[src/rtl/param_sync_fifo.sv]
// Single-clock FIFO with a registered-read or first-word-fall-through output,
// occupancy flags, and sticky overflow/underflow error flags.
module param_sync_fifo #(
  parameter int unsigned DATA_WIDTH = 8,
  parameter int unsigned DEPTH      = 16,
  parameter int unsigned AF_LEVEL   = DEPTH - 2,
  parameter int unsigned AE_LEVEL   = 2,
  parameter int unsigned FWFT       = 0
) (
  input  logic                         clk,
  input  logic                         reset,
  input  logic                         write_enable,
  input  logic                         read_enable,
  input  logic [DATA_WIDTH-1:0]        data_in,
  input  logic                         clear_errors,
  output logic [DATA_WIDTH-1:0]        data_out,
  output logic                         data_valid,
  output logic                         full,
  output logic                         empty,
  output logic                         almost_full,
  output logic                         almost_empty,
  output logic [$clog2(DEPTH):0]       count,
  output logic                         overflow,
  output logic                         underflow
);

  localparam int unsigned AW = $clog2(DEPTH);
  localparam int unsigned CW = AW + 1;
  localparam logic [CW-1:0] FULL_C = CW'(DEPTH);
  localparam logic [CW-1:0] AF_C   = CW'(AF_LEVEL);
  localparam logic [CW-1:0] AE_C   = CW'(AE_LEVEL);

  logic [DATA_WIDTH-1:0] mem_q [DEPTH];
  logic [AW-1:0]         head_q, head_d;
  logic [AW-1:0]         tail_q, tail_d;
  logic [CW-1:0]         count_q, count_d;
  logic                  overflow_q, overflow_d;
  logic                  underflow_q, underflow_d;
  logic                  wr_ok, rd_ok;

  assign count        = count_q;
  assign full         = (count_q == FULL_C);
  assign empty        = (count_q == '0);
  assign almost_full  = (count_q >= AF_C);
  assign almost_empty = (count_q <= AE_C);
  assign overflow     = overflow_q;
  assign underflow    = underflow_q;

  always_comb begin
    wr_ok   = write_enable && !full;
    rd_ok   = read_enable && !empty;
    head_d  = head_q;
    tail_d  = tail_q;
    count_d = count_q;
    if (wr_ok) tail_d = tail_q + AW'(1);
    if (rd_ok) head_d = head_q + AW'(1);
    case ({wr_ok, rd_ok})
      2'b10:   count_d = count_q + CW'(1);
      2'b01:   count_d = count_q - CW'(1);
      default: count_d = count_q;
    endcase
    // A new error event in the same cycle as clear_errors keeps the flag set.
    overflow_d  = (clear_errors ? 1'b0 : overflow_q)  | (write_enable && full);
    underflow_d = (clear_errors ? 1'b0 : underflow_q) | (read_enable && empty);
  end

  always_ff @(posedge clk) begin
    if (reset) begin
      head_q      <= '0;
      tail_q      <= '0;
      count_q     <= '0;
      overflow_q  <= 1'b0;
      underflow_q <= 1'b0;
    end else begin
      head_q      <= head_d;
      tail_q      <= tail_d;
      count_q     <= count_d;
      overflow_q  <= overflow_d;
      underflow_q <= underflow_d;
    end
  end

  always_ff @(posedge clk) begin
    if (!reset && wr_ok) mem_q[tail_q] <= data_in;
  end

  if (FWFT != 0) begin : g_fwft
    assign data_out   = mem_q[head_q];
    assign data_valid = !empty;
  end else begin : g_reg
    logic [DATA_WIDTH-1:0] dout_q, dout_d;
    logic                  dvalid_q, dvalid_d;

    always_comb begin
      dout_d   = rd_ok ? mem_q[head_q] : dout_q;
      dvalid_d = rd_ok;
    end

    always_ff @(posedge clk) begin
      if (reset) begin
        dout_q   <= '0;
        dvalid_q <= 1'b0;
      end else begin
        dout_q   <= dout_d;
        dvalid_q <= dvalid_d;
      end
    end

    assign data_out   = dout_q;
    assign data_valid = dvalid_q;
  end

endmodule
[config.mk]
export PLATFORM = sky130hd
export DESIGN_NAME = param_sync_fifo
export DESIGN_NICKNAME = d
export VERILOG_FILES = /design/src/rtl/param_sync_fifo.sv
export SDC_FILE = /design/constraint.sdc
export NUM_CORES = 1
export LEC_CHECK = 0
export BUFFER_PORTS_ARGS = -buffer_cell sky130_fd_sc_hd__buf_2
export CAP_MARGIN = 20
export CORE_UTILIZATION = 45
export DETAILED_ROUTE_END_ITERATION = 8
export PLACE_DENSITY_LB_ADDON = 0.3
export SETUP_SLACK_MARGIN = 0.5
export SLEW_MARGIN = 20
export SYNTH_ARGS = -nofsm -noshare
export SYNTH_HDL_FRONTEND = slang
export SYNTH_SLANG_ARGS = --single-unit
[constraint.sdc]
create_clock -name clk -period 3.35 [get_ports clk]
set_input_delay 0.335 -clock clk [delete_from_list [all_inputs] [get_ports clk]]
set_output_delay 0.335 -clock clk [all_outputs]
set_load 0.005 [all_outputs]
==> summary.txt, run 1 <==
Global route
  – Aggregate global routing overflow: 0
  – Maximum number of pins on one net before global-route repair: 39
  – Initial antenna violation count: 0
  – Overall fraction of global-route tracks in use: 0.184
  – Wire length of the first global-routing pass: 18,600 µm
  – Number of global-route vias before repair: 3,407

Synth
  – Number of enable flip-flop cells after synthesis: 128
  – Area share of and/or/nand/nor cells after synthesis: 0.0652
  – Synth Warn #: 0
  – Nets in the synthesized netlist: 424
  – Compound-cell area share of the yosys netlist: 0.0554
  – Dominant combinational cell family by area after synthesis: multiplexers
  – Cell count after synthesis: 401
  – Most frequent cell after synthesis: sky130_fd_sc_hd__edfxtp_1
  – Mux contribution to synthesized area: 0.110
  – Fraction of post-synthesis cell area in the top cell type by area: 0.630
  – Xor/xnor cell area share of the yosys netlist: 0.0115
  – FFs w/ async S/R, synth: 0
  – Part of the Yosys area used for sequential elements: 0.709
  – Cell type with the largest total area after synthesis: sky130_fd_sc_hd__edfxtp_1
  – Main synth FF type: sky130_fd_sc_hd__edfxtp_1
  – Synth Area per Inst: 15.2 µm²
  – Top cells by area in the synthesized netlist: sky130_fd_sc_hd__edfxtp_1 (63%), sky130_fd_sc_hd__mux2i_1 (11%), sky130_fd_sc_hd__dfxtp_1 (7.9%), sky130_fd_sc_hd__o22ai_1 (3.3%), sky130_fd_sc_hd__nor2_1 (2.7%)
  – Cell types with the highest counts after synthesis: sky130_fd_sc_hd__edfxtp_1 (128), sky130_fd_sc_hd__mux2i_1 (66), sky130_fd_sc_hd__nor2_1 (44)
  – Mapped Area: 6100 µm²
  – Number of distinct library cells after synthesis: 35
  – Area share of fa/ha/maj cells after synthesis: 0.0217
  – Total of flip-flops plus latches after synthesis: 152

Die
  – Die Footprint: 14,000 µm²
  – Number of ports placed on the die boundary: 33
  – Area inside the core boundary: ~13,000 µm²
  – Chip width: 118 µm
  – Die height: 118 µm
  – Starting density of the core: 0.461
  – Cell Rows: 42

Power
  – Power density over cell area: 711 nW/µm²
  – Peak supply drop: 516 µV
  – Leakage power figure: 2.27 nW
  – Post-layout power: about 0.0050 W

Status
  – Result of the run: finished clean

Placed design
  – Hpwl dp: about 7900 µm
  – Number of placed instances with taps included: 591
  – Placed Instance Area: 6390 µm²
  – Routability congestion estimate from global placement: 0.746
  – Number of port buffers: 32

Timing
  – Portion of the clock cycle consumed by the worst path in the final layout: 0.813
  – Pins over their slew limit: 0
  – Setup violations, final: 0
  – Slew at the pin with the worst max-slew slack: 0.874 ns
  – Clock tree skew after final layout: 0.0144 ns
  – Upper clock frequency limit: 0.367 GHz
  – Relative max-transition margin: 0.415
  – Final critical path time including I/O delays and setup: roughly 2.7 ns
  – Sum of negative setup slack: 0 ns
  – Setup repair after global routing missed its margin: no
  – Final hold violation count: 0

Drt
  – Final WL: 12,100 µm
  – Remaining DRCs: 0
  – Total iterations of the first detailed-routing run: 5
  – Routed vias/inst: 5.37
  – DRC violation total after the first TritonRoute iteration: 175
  – Antenna Nets Post-Route: 0
  – Total number of vias: between 3,000 and 4,000
  – Mean routed wirelength per cell: ~20 µm

Clock tree
  – Number of buffers inserted during clock tree synthesis: 17
  – Clk_lat worst skew: 0.43 ns
  – Max clock buf depth: 2
  – Buffer cell driving the clock tree root: sky130_fd_sc_hd__clkbuf_16
  – Clock transition time at the flip-flop clock pins of the worst setup and hold paths: 0.07 ns
  – Hold-fix buffers at CTS: 0
  – H-Tree Depth: 4
  – Number of clock sinks: 152
  – Clock tree from TritonCTS: built

Layout
  – Share of post-route cells with drive strength above 1: 0.169
  – Final standard cell area without fillers: ~7000 µm²
  – Number of nets in the final layout: 459
  – Antenna cells: 0
  – Number of standard cells in the layout, taps in and fillers out: 625
  – Layout-stage area growth over the synthesis result: 15.1%

Setup path
  – Worst flop-to-flop path startpoint: count[0]$_SDFFE_PP0P_
  – Reg2reg end: count[4]$_SDFFE_PP0P_
  – Slack of the worst reg-to-reg path: 0.63 ns
  – Critical path peak fanout: 6
  – Worst endpoint data arrival time: 3.04 ns
  – Reg2Reg Depth: 10
  – Critical Path Source Type: register
  – Type of destination of the critical path: register
  – First element of the critical path: count[0]$_SDFFE_PP0P_
  – Critical path class: register to register
  – Worst Path Required: 3.67 ns

Hold path
  – Hold depth: 3
  – Min-Delay Endpoint: underflow$_SDFF_PP0_
  – Hold path start: read_enable
  – Worst Hold Class: primary input to register

Flow run
  – Number of violations of the max-capacitance limit: 0
## layout by cell type, fill, tap and decap left out, drive strengths merged, types with 5 or more instances in the layout
cell	netlist	final
a21oi	6	6
dfxtp	24	24
clkbuf	6	17
nand2	8	8
inv	10	15
edfxtp	128	128
nor2	44	44
xor2	5	5
o22ai	32	32
mux2i	66	66
ha	9	9
a211oi	8	8
buf	14	36
nor4	9	9
## timing repair
item | 4_1_cts | 5_1_grt
setup endpoints to repair | 1 | 1
setup buffers | 1 | 1
gates resized for setup | 3 | 2
pin swaps | 1 | 2
## sequential cells by signal, indices dropped and copies added, names as in the netlist
signal,flops
count,5
data_out,8
data_valid,1
head_q,4
mem_q,128
overflow,1
tail_q,4
underflow,1
## metrics by stage
step	hold slack [ns]	setup WS, ns	util
after floorplan	0.434	0.626	-
after global placement	0.489	0.467	0.482
after CTS	0.164	0.522	0.529
after detailed placement	0.493	0.281	0.482
final	0.171	0.627	0.530
after global routing	0.179	0.496	0.530
## where the power goes
part	internal [W]	leakage [nW]	switching (W)
sequential	0.00217	1.35	0.000110
combinational	0.000351	0.641	0.000465
clock	0.00111	0.278	0.000784
## worst max-delay path: stages, from the launching register on
cell and delay [ns]:
sky130_fd_sc_hd__dfxtp_2 0.37, sky130_fd_sc_hd__nor4_4 0.38, sky130_fd_sc_hd__buf_4 0.19, sky130_fd_sc_hd__a21oi_2 0.06, sky130_fd_sc_hd__ha_2 0.21, sky130_fd_sc_hd__ha_1 0.32
sky130_fd_sc_hd__nor2b_1 0.16, sky130_fd_sc_hd__o21ai_0 0.21, sky130_fd_sc_hd__a21oi_1 0.09, sky130_fd_sc_hd__or3b_1 0.36, sky130_fd_sc_hd__mux2_2 0.27
## kinds of logic (layout without fill, tap and decap cells)
logic type               Yosys count  in the layout
AO/OA/AOI/OAI                     52             52
XOR/XNOR                           8              8
adder cells (fa/ha/maj)           10             10
buffers and inverters             30             78
flip-flops                       152            152
multiplexers                      67             67
AND/OR/NAND/NOR                   82             82
## metal layers
metal | part of all wire | vias to the layer above | track usage
met2 | 0.50 | 93 | 0.302
met4 | 0.014 | 0 | 0.0815
met3 | 0.061 | 16 | 0.0473
met5 | 0 | - | 0
li1 | - | 1603 | -
met1 | 0.43 | 1647 | 0.232
## cell type report
class | instances | area (µm²)
clock buffer | 17 | 425
tap | 176 | 220
multi-input combinational | 219 | 1630
sequential | 152 | 4330
inverter | 10 | 37.5
clock inverter | 15 | 169
fill | 1086 | 6220
timing repair buffer | 36 | 203
## worst max-delay path by stage
stage | slack [ns] | endpoint | cells past startpoint
2_1_floorplan | 0.63 | count[4]$_SDFFE_PP0P_ | 10
3_3_place_gp | 0.47 | count[4]$_SDFFE_PP0P_ | 11
3_5_place_dp | 0.28 | count[4]$_SDFFE_PP0P_ | 11
4_1_cts | 0.52 | count[4]$_SDFFE_PP0P_ | 11
5_1_grt | 0.50 | count[4]$_SDFFE_PP0P_ | 11
6_report | 0.63 | count[4]$_SDFFE_PP0P_ | 10
No activity file was read; power rests on OpenSTA's default activity.
==> inputs of run 2 (changes only) <==
==> constraint.sdc (replaced) <==
create_clock -name clk -period 2.3 [get_ports clk]
set_input_delay 0.23 -clock clk [delete_from_list [all_inputs] [get_ports clk]]
set_output_delay 0.23 -clock clk [all_outputs]
set_load 0.005 [all_outputs]
==> summary.txt, run 2 (synthesis gave the netlist of run 1 again) <==
Status
  – Result of the run: finished with violations
  – Violated checks: negative setup slack

Die
  – Area inside the core boundary: approximately 13,000 µm²
  – Number of ports placed on the die boundary: 33
  – Die Footprint: 14,000 µm²
  – Chip width: 118 µm
  – Die height: 118 µm
  – Starting density of the core: 0.461
  – Cell Rows: 42

Drt
  – Antenna Nets Post-Route: 0
  – DRC violation total after the first TritonRoute iteration: 176
  – Routed vias/inst: 5.40
  – Total iterations of the first detailed-routing run: 5
  – Remaining DRCs: 0
  – Total number of vias: 3,545
  – Final WL: 13,400 µm
  – Mean routed wirelength per cell: 20.4 µm

Global route
  – Initial antenna violation count: 0
  – Aggregate global routing overflow: 0
  – Maximum number of pins on one net before global-route repair: 24
  – Wire length of the first global-routing pass: 20,100 µm
  – Number of global-route vias before repair: 3,599
  – Overall fraction of global-route tracks in use: 0.199

Placed design
  – Routability congestion estimate from global placement: around 0.80
  – Hpwl dp: 8190 µm
  – Number of port buffers: 32
  – Placed Instance Area: around 6500 µm²

Layout
  – Combined flip-flop and latch cell area: ~4300 µm²
  – Share of post-route cells with drive strength above 1: 0.319
  – Area of the multi-input gates: 1920 µm²
  – Most frequent cells in the layout: sky130_fd_sc_hd__edfxtp_1 (128), sky130_fd_sc_hd__mux2i_1 (66), sky130_fd_sc_hd__buf_2 (32)
  – Antenna cells: 0
  – Number of nets in the final layout: 490
  – Layout-stage area growth over the synthesis result: 26.1%
  – Fill count: around 1,000
  – Final standard cell area without fillers: 7690 µm²
  – Register with the most flip-flops: mem_q
  – Most common cell after layout, fill and taps aside: sky130_fd_sc_hd__edfxtp_1
  – Number of flip-flops in the largest register: ~130

Timing
  – Clock tree skew after final layout: approximately 0.0076 ns
  – Final hold violation count: 0
  – Final WS setup: -0.193 ns
  – Pins over their slew limit: 0
  – Upper clock frequency limit: 0.401 GHz
  – Slew at the pin with the worst max-slew slack: around 0.5 ns
  – Relative max-transition margin: 0.673
  – Hold slack: 0.0673 ns
  – Final critical path time including I/O delays and setup: 2.49 ns
  – Setup repair after global routing missed its margin: yes
  – Portion of the clock cycle consumed by the worst path in the final layout: 1.08
  – Setup violations, final: 2

Setup path
  – Critical path peak fanout: 4
  – Critical path class: register to register
  – Worst endpoint data arrival time: 2.85 ns
  – Critical Path Source Type: register
  – Worst Path Required: between 2 and 3 ns
  – Reg2Reg Depth: 15
  – Type of destination of the critical path: register

Flow run
  – Number of violations of the max-capacitance limit: 0

Clock tree
  – Buffer cell driving the clock tree root: sky130_fd_sc_hd__clkbuf_16
  – Number of clock sinks: ~150
  – Number of buffers inserted during clock tree synthesis: 17
  – Clock transition time at the flip-flop clock pins of the worst setup and hold paths: roughly 0.060 ns
  – Clock tree from TritonCTS: built
  – Max clock buf depth: 2
  – Clk_lat worst skew: 0.43 ns
  – H-Tree Depth: 4

Power
  – Power density over cell area: between 1000 and 1500 nW/µm²
  – Leakage power figure: roughly 2.5 nW
  – Peak supply drop: 487 µV

Hold path
  – Hold depth: 3
  – Worst Hold Class: primary input to register
## run 2: routing by layer
metal  up-vias  wire length, µm  global-route usage
met5         -                0                   0
met4         0              229              0.0791
met3        20              483              0.0454
met2        71             6780               0.329
met1      1788             5860               0.256
li1       1666                -                   -
## run 2: path summary, 6_finish.rpt
kind | slack [ns] | to | from
worst max-delay path | -0.19 | count[2]$_SDFFE_PP0P_ | count[3]$_SDFFE_PP0P_
worst min-delay path | 0.07 | overflow$_SDFF_PP0_ | write_enable
worst max register to register | -0.19 | count[2]$_SDFFE_PP0P_ | count[3]$_SDFFE_PP0P_
worst min register to register | 0.50 | data_out[7]$_SDFFE_PP0P_ | data_out[7]$_SDFFE_PP0P_
## run 2: worst max-delay path, cell delays in order, from the launching register on
cell                      delay, ns
sky130_fd_sc_hd__dfxtp_4       0.35
sky130_fd_sc_hd__nor4_4        0.37
sky130_fd_sc_hd__a21oi_2       0.13
sky130_fd_sc_hd__ha_4          0.19
sky130_fd_sc_hd__buf_4         0.14
sky130_fd_sc_hd__ha_4          0.21
sky130_fd_sc_hd__nor2b_4       0.13
sky130_fd_sc_hd__buf_6         0.11
sky130_fd_sc_hd__buf_6         0.10
sky130_fd_sc_hd__buf_6         0.10
sky130_fd_sc_hd__buf_6         0.10
sky130_fd_sc_hd__buf_6         0.10
sky130_fd_sc_hd__buf_6         0.11
sky130_fd_sc_hd__nor3_4        0.13
sky130_fd_sc_hd__a21oi_2       0.04
sky130_fd_sc_hd__nor2_1        0.10
## run 2: through the flow
stage,setup slack [ns],TNS [ns],utilization,power [W],std cells
final,-0.193,-0.362,0.581,0.00811,656
after global routing,-0.281,-0.551,0.581,0.00841,656
after CTS,-0.153,-0.153,0.564,0.00795,648
after detailed placement,-0.244,-0.244,0.493,0.00464,606
after global placement,-0.150,-0.150,0.493,0.00460,606
after floorplan,-0.195,-0.195,-,0.00412,401
## run 2: repair_timing
action                                  CTS  global route
gates resized for setup                  48            30
pin swaps                                 9            13
hold buffers                              0             0
endpoints found under the setup margin  138            99
buffers inserted                         10             8
## run 2: area by class of cell
| type | count | share of cell area |
|---|---|---|
| sequential | 152 | 0.564 |
| tap | 176 | 0.0286 |
| clock inverter | 15 | 0.0332 |
| multi-input combinational | 219 | 0.250 |
| clock buffer | 17 | 0.0553 |
| timing repair buffer | 67 | 0.0643 |
| inverter | 10 | 0.00488 |
## run 2: where the power goes
part	leakage (nW)	total, W	switching (W)	internal, W
clock	0.332	0.00319	0.00107	0.00213
sequential	1.35	0.00329	0.000129	0.00316
combinational	0.841	0.00162	0.000876	0.000748
total	2.53	0.00811	0.00207	0.00604
==> inputs of run 3 (changes only) <==
--- a/config.mk
+++ b/config.mk
@@ -5,9 +5,11 @@
 export SDC_FILE = /design/constraint.sdc
 export NUM_CORES = 1
 export LEC_CHECK = 0
+export ABC_AREA = 1
 export BUFFER_PORTS_ARGS = -buffer_cell sky130_fd_sc_hd__buf_2
 export CAP_MARGIN = 20
 export CORE_UTILIZATION = 45
+export CTS_CLUSTER_SIZE = 12
 export DETAILED_ROUTE_END_ITERATION = 8
 export PLACE_DENSITY_LB_ADDON = 0.3
 export SETUP_SLACK_MARGIN = 0.5
==> summary.txt, run 3 <==
Global route
  – Number of global-route vias before repair: between 4,000 and 5,000
  – Wire length of the first global-routing pass: 22,600 µm
  – Initial antenna violation count: 0
  – Overall fraction of global-route tracks in use: 0.207
  – Aggregate global routing overflow: 0
  – Maximum number of pins on one net before global-route repair: 67

Synth
  – Synth Area per Inst: 9.82 µm²
  – Cell types with the highest counts after synthesis: sky130_fd_sc_hd__nand2_1 (221), sky130_fd_sc_hd__edfxtp_1 (128), sky130_fd_sc_hd__nand3_1 (97)
  – Fraction of post-synthesis cell area in the top cell type by area: 0.576
  – Cell count after synthesis: 680
  – Most frequent cell after synthesis: sky130_fd_sc_hd__nand2_1
  – Number of enable flip-flop cells after synthesis: 128
  – Cell type with the largest total area after synthesis: sky130_fd_sc_hd__edfxtp_1
  – Top cells by area in the synthesized netlist: sky130_fd_sc_hd__edfxtp_1 (58%), sky130_fd_sc_hd__nand2_1 (12%), sky130_fd_sc_hd__nand3_1 (7.3%), sky130_fd_sc_hd__dfxtp_1 (7.2%), sky130_fd_sc_hd__inv_1 (4.9%)
  – Number of distinct library cells after synthesis: 26
  – Mapped Area: 6680 µm²
  – Part of the Yosys area used for sequential elements: 0.648
  – Nets in the synthesized netlist: 703
  – FFs w/ async S/R, synth: 0
  – Total of flip-flops plus latches after synthesis: 152
  – Main synth FF type: sky130_fd_sc_hd__edfxtp_1
  – Synth Warn #: 0

Timing
  – Final critical path time including I/O delays and setup: 2.01 ns
  – Slew at the pin with the worst max-slew slack: 0.653 ns
  – Final hold violation count: 0
  – Upper clock frequency limit: about 0.50 GHz
  – Portion of the clock cycle consumed by the worst path in the final layout: 0.876
  – Setup repair after global routing missed its margin: yes
  – Sum of negative setup slack: 0 ns
  – Pins over their slew limit: 0
  – Setup violations, final: 0
  – Relative max-transition margin: 0.564
  – Hold slack: 0.0641 ns
  – Clock tree skew after final layout: 0.00795 ns

Clock tree
  – Clock tree from TritonCTS: built
  – Hold-fix buffers at CTS: 0
  – Clk_lat worst skew: 0.43 ns
  – H-Tree Depth: 4
  – Max clock buf depth: 2
  – Buffer cell driving the clock tree root: sky130_fd_sc_hd__clkbuf_16
  – Number of buffers inserted during clock tree synthesis: 17
  – Number of clock sinks: 152
  – Clock transition time at the flip-flop clock pins of the worst setup and hold paths: 0.06 ns

Layout
  – Most frequent cells in the layout: sky130_fd_sc_hd__nand2_1 (219), sky130_fd_sc_hd__edfxtp_1 (128), sky130_fd_sc_hd__nand3_1 (96)
  – Register with the most flip-flops: mem_q
  – Most common cell after layout, fill and taps aside: sky130_fd_sc_hd__nand2_1
  – Share of post-route cells with drive strength above 1: 0.172
  – Antenna cells: 0
  – Number of flip-flops in the largest register: 128
  – Utilization of the core after routing: 0.543
  – Number of nets in the final layout: between 700 and 800
  – Number of standard cells in the layout, taps in and fillers out: 935
  – Layout-stage area growth over the synthesis result: 17.7%

Drt
  – Remaining DRCs: 0
  – Mean routed wirelength per cell: approximately 16 µm
  – Total number of vias: 4,681
  – Routed vias/inst: between 5 and 6
  – Final WL: between 15,000 and 20,000 µm
  – Total iterations of the first detailed-routing run: 4
  – DRC violation total after the first TritonRoute iteration: 434
  – Antenna Nets Post-Route: 0

Power
  – Switching share of power: 0.323
  – P_int: 0.00567 W
  – Leakage power figure: 3.41 nW
  – Proportion of power drawn by the clock network: 0.318
  – Power density over cell area: 1070 nW/µm²
  – Combinational share of power: 0.294
  – Fraction of power consumed by sequential logic: 0.389
  – Power dissipated by switching net loads: ~0.0027 W
  – Peak supply drop: 535 µV

Setup path
  – Critical path class: register to register
  – Worst endpoint data arrival time: 2.36 ns
  – Type of destination of the critical path: register
  – Slack of the worst reg-to-reg path: 0.29 ns
  – Critical path peak fanout: 5
  – Worst Path Required: 2.64 ns
  – Critical Path Source Type: register

Die
  – Chip width: 124 µm
  – Number of ports placed on the die boundary: 33
  – Area inside the core boundary: 14,500 µm²
  – Cell Rows: 44
  – Starting density of the core: 0.461
  – Die Footprint: about 15,000 µm²
  – Die height: 124 µm

Placed design
  – Hpwl dp: 9190 µm
  – Number of placed instances with taps included: 888
  – Number of port buffers: 32
  – Routability congestion estimate from global placement: 0.822

Hold path
  – Worst Hold Class: primary input to register

Status
  – Result of the run: finished clean

Flow run
  – Number of violations of the max-capacitance limit: 0
run 3: cell count changes in the layout (fill, tap and decap cells not counted), moves of 8 or more:
cell | before | now
sky130_fd_sc_hd__o22ai_1 | 27 | 0
sky130_fd_sc_hd__inv_1 | 8 | 84
sky130_fd_sc_hd__buf_4 | 23 | 32
sky130_fd_sc_hd__nand2_1 | 4 | 219
sky130_fd_sc_hd__inv_2 | 2 | 12
sky130_fd_sc_hd__nor2_4 | 16 | 1
sky130_fd_sc_hd__a21oi_1 | 2 | 14
sky130_fd_sc_hd__mux2i_1 | 66 | 0
sky130_fd_sc_hd__a211oi_1 | 8 | 0
sky130_fd_sc_hd__nand3_1 | 2 | 96
run 3: metal layers:
layer,track usage,part of all wire,up-vias
met2,0.343,0.51,103
met5,0,0,-
met4,0.101,0.022,0
met1,0.259,0.43,2241
met3,0.0421,0.039,22
li1,-,-,2315
run 3: cell families (layout without fill, tap and decap cells):
family / after synthesis / in the layout / share of synthesized area
xor+xnor: 5 / 5 / 0.00656
buf+inv: 127 / 198 / 0.0806
fa+ha+maj: 10 / 10 / 0.0199
compound gates: 27 / 27 / 0.0219
simple gates: 359 / 359 / 0.223
flops: 152 / 152 / 0.648
run 3: final cells by class:
class / count / area [µm²]
Sequential cell: 152 / 4340
Timing Repair Buffer: 69 / 480
Clock inverter: 13 / 129
Clock buffer: 19 / 433
Tap cell: 184 / 230
Fill cell: 1228 / 6620
Inverter: 97 / 367
Multi-Input combinational cell: 401 / 1880
run 3: final timing paths:
kind	startpoint	to	cells past startpoint
worst max-delay path	count[1]$_SDFFE_PP0P_	count[4]$_SDFFE_PP0P_	14
worst min-delay path	clear_errors	underflow$_SDFF_PP0_	4
worst max register to register	count[1]$_SDFFE_PP0P_	count[4]$_SDFFE_PP0P_	14
worst min register to register	underflow$_SDFF_PP0_	underflow$_SDFF_PP0_	2
run 3: power by group through the flow:
stage	sequential [W]	combinational (W)	clock, W
2_1_floorplan	0.00332	0.00152	0
3_3_place_gp	0.00331	0.00210	0
3_5_place_dp	0.00333	0.00214	0
4_1_cts	0.00326	0.00233	0.00269
5_1_grt	0.00328	0.00274	0.00282
6_report	0.00326	0.00246	0.00266
run 3: what timing repair did:
action | in CTS | in global routing
endpoints found under the setup margin | 3 | 5
pin swaps | 8 | 12
cloned | 0 | 0
resized for setup | 4 | 14
setup buffers | 13 | 2
run 3: worst max-delay path, stage by stage, from the launching register on:
cell	delay (ns)
sky130_fd_sc_hd__dfxtp_4	0.35
sky130_fd_sc_hd__nor2_4	0.11
sky130_fd_sc_hd__nand4_1	0.14
sky130_fd_sc_hd__nand2_2	0.12
sky130_fd_sc_hd__inv_2	0.05
sky130_fd_sc_hd__ha_4	0.18
sky130_fd_sc_hd__buf_6	0.12
sky130_fd_sc_hd__ha_4	0.25
sky130_fd_sc_hd__nand2_4	0.06
sky130_fd_sc_hd__nand2_2	0.05
sky130_fd_sc_hd__a21oi_2	0.13
sky130_fd_sc_hd__nand2_1	0.06
sky130_fd_sc_hd__nand2_1	0.07
sky130_fd_sc_hd__nand2_1	0.07
sky130_fd_sc_hd__a21oi_1	0.18
run 3: stage by stage:
stage	setup slack, ns	power [W]	area (µm²)
5_1_grt	0.212	0.00883	7860
4_1_cts	0.387	0.00828	7790
2_1_floorplan	0.394	0.00484	6720
3_5_place_dp	0.265	0.00547	7120
3_3_place_gp	0.360	0.00541	7120
6_report	0.286	0.00838	7860
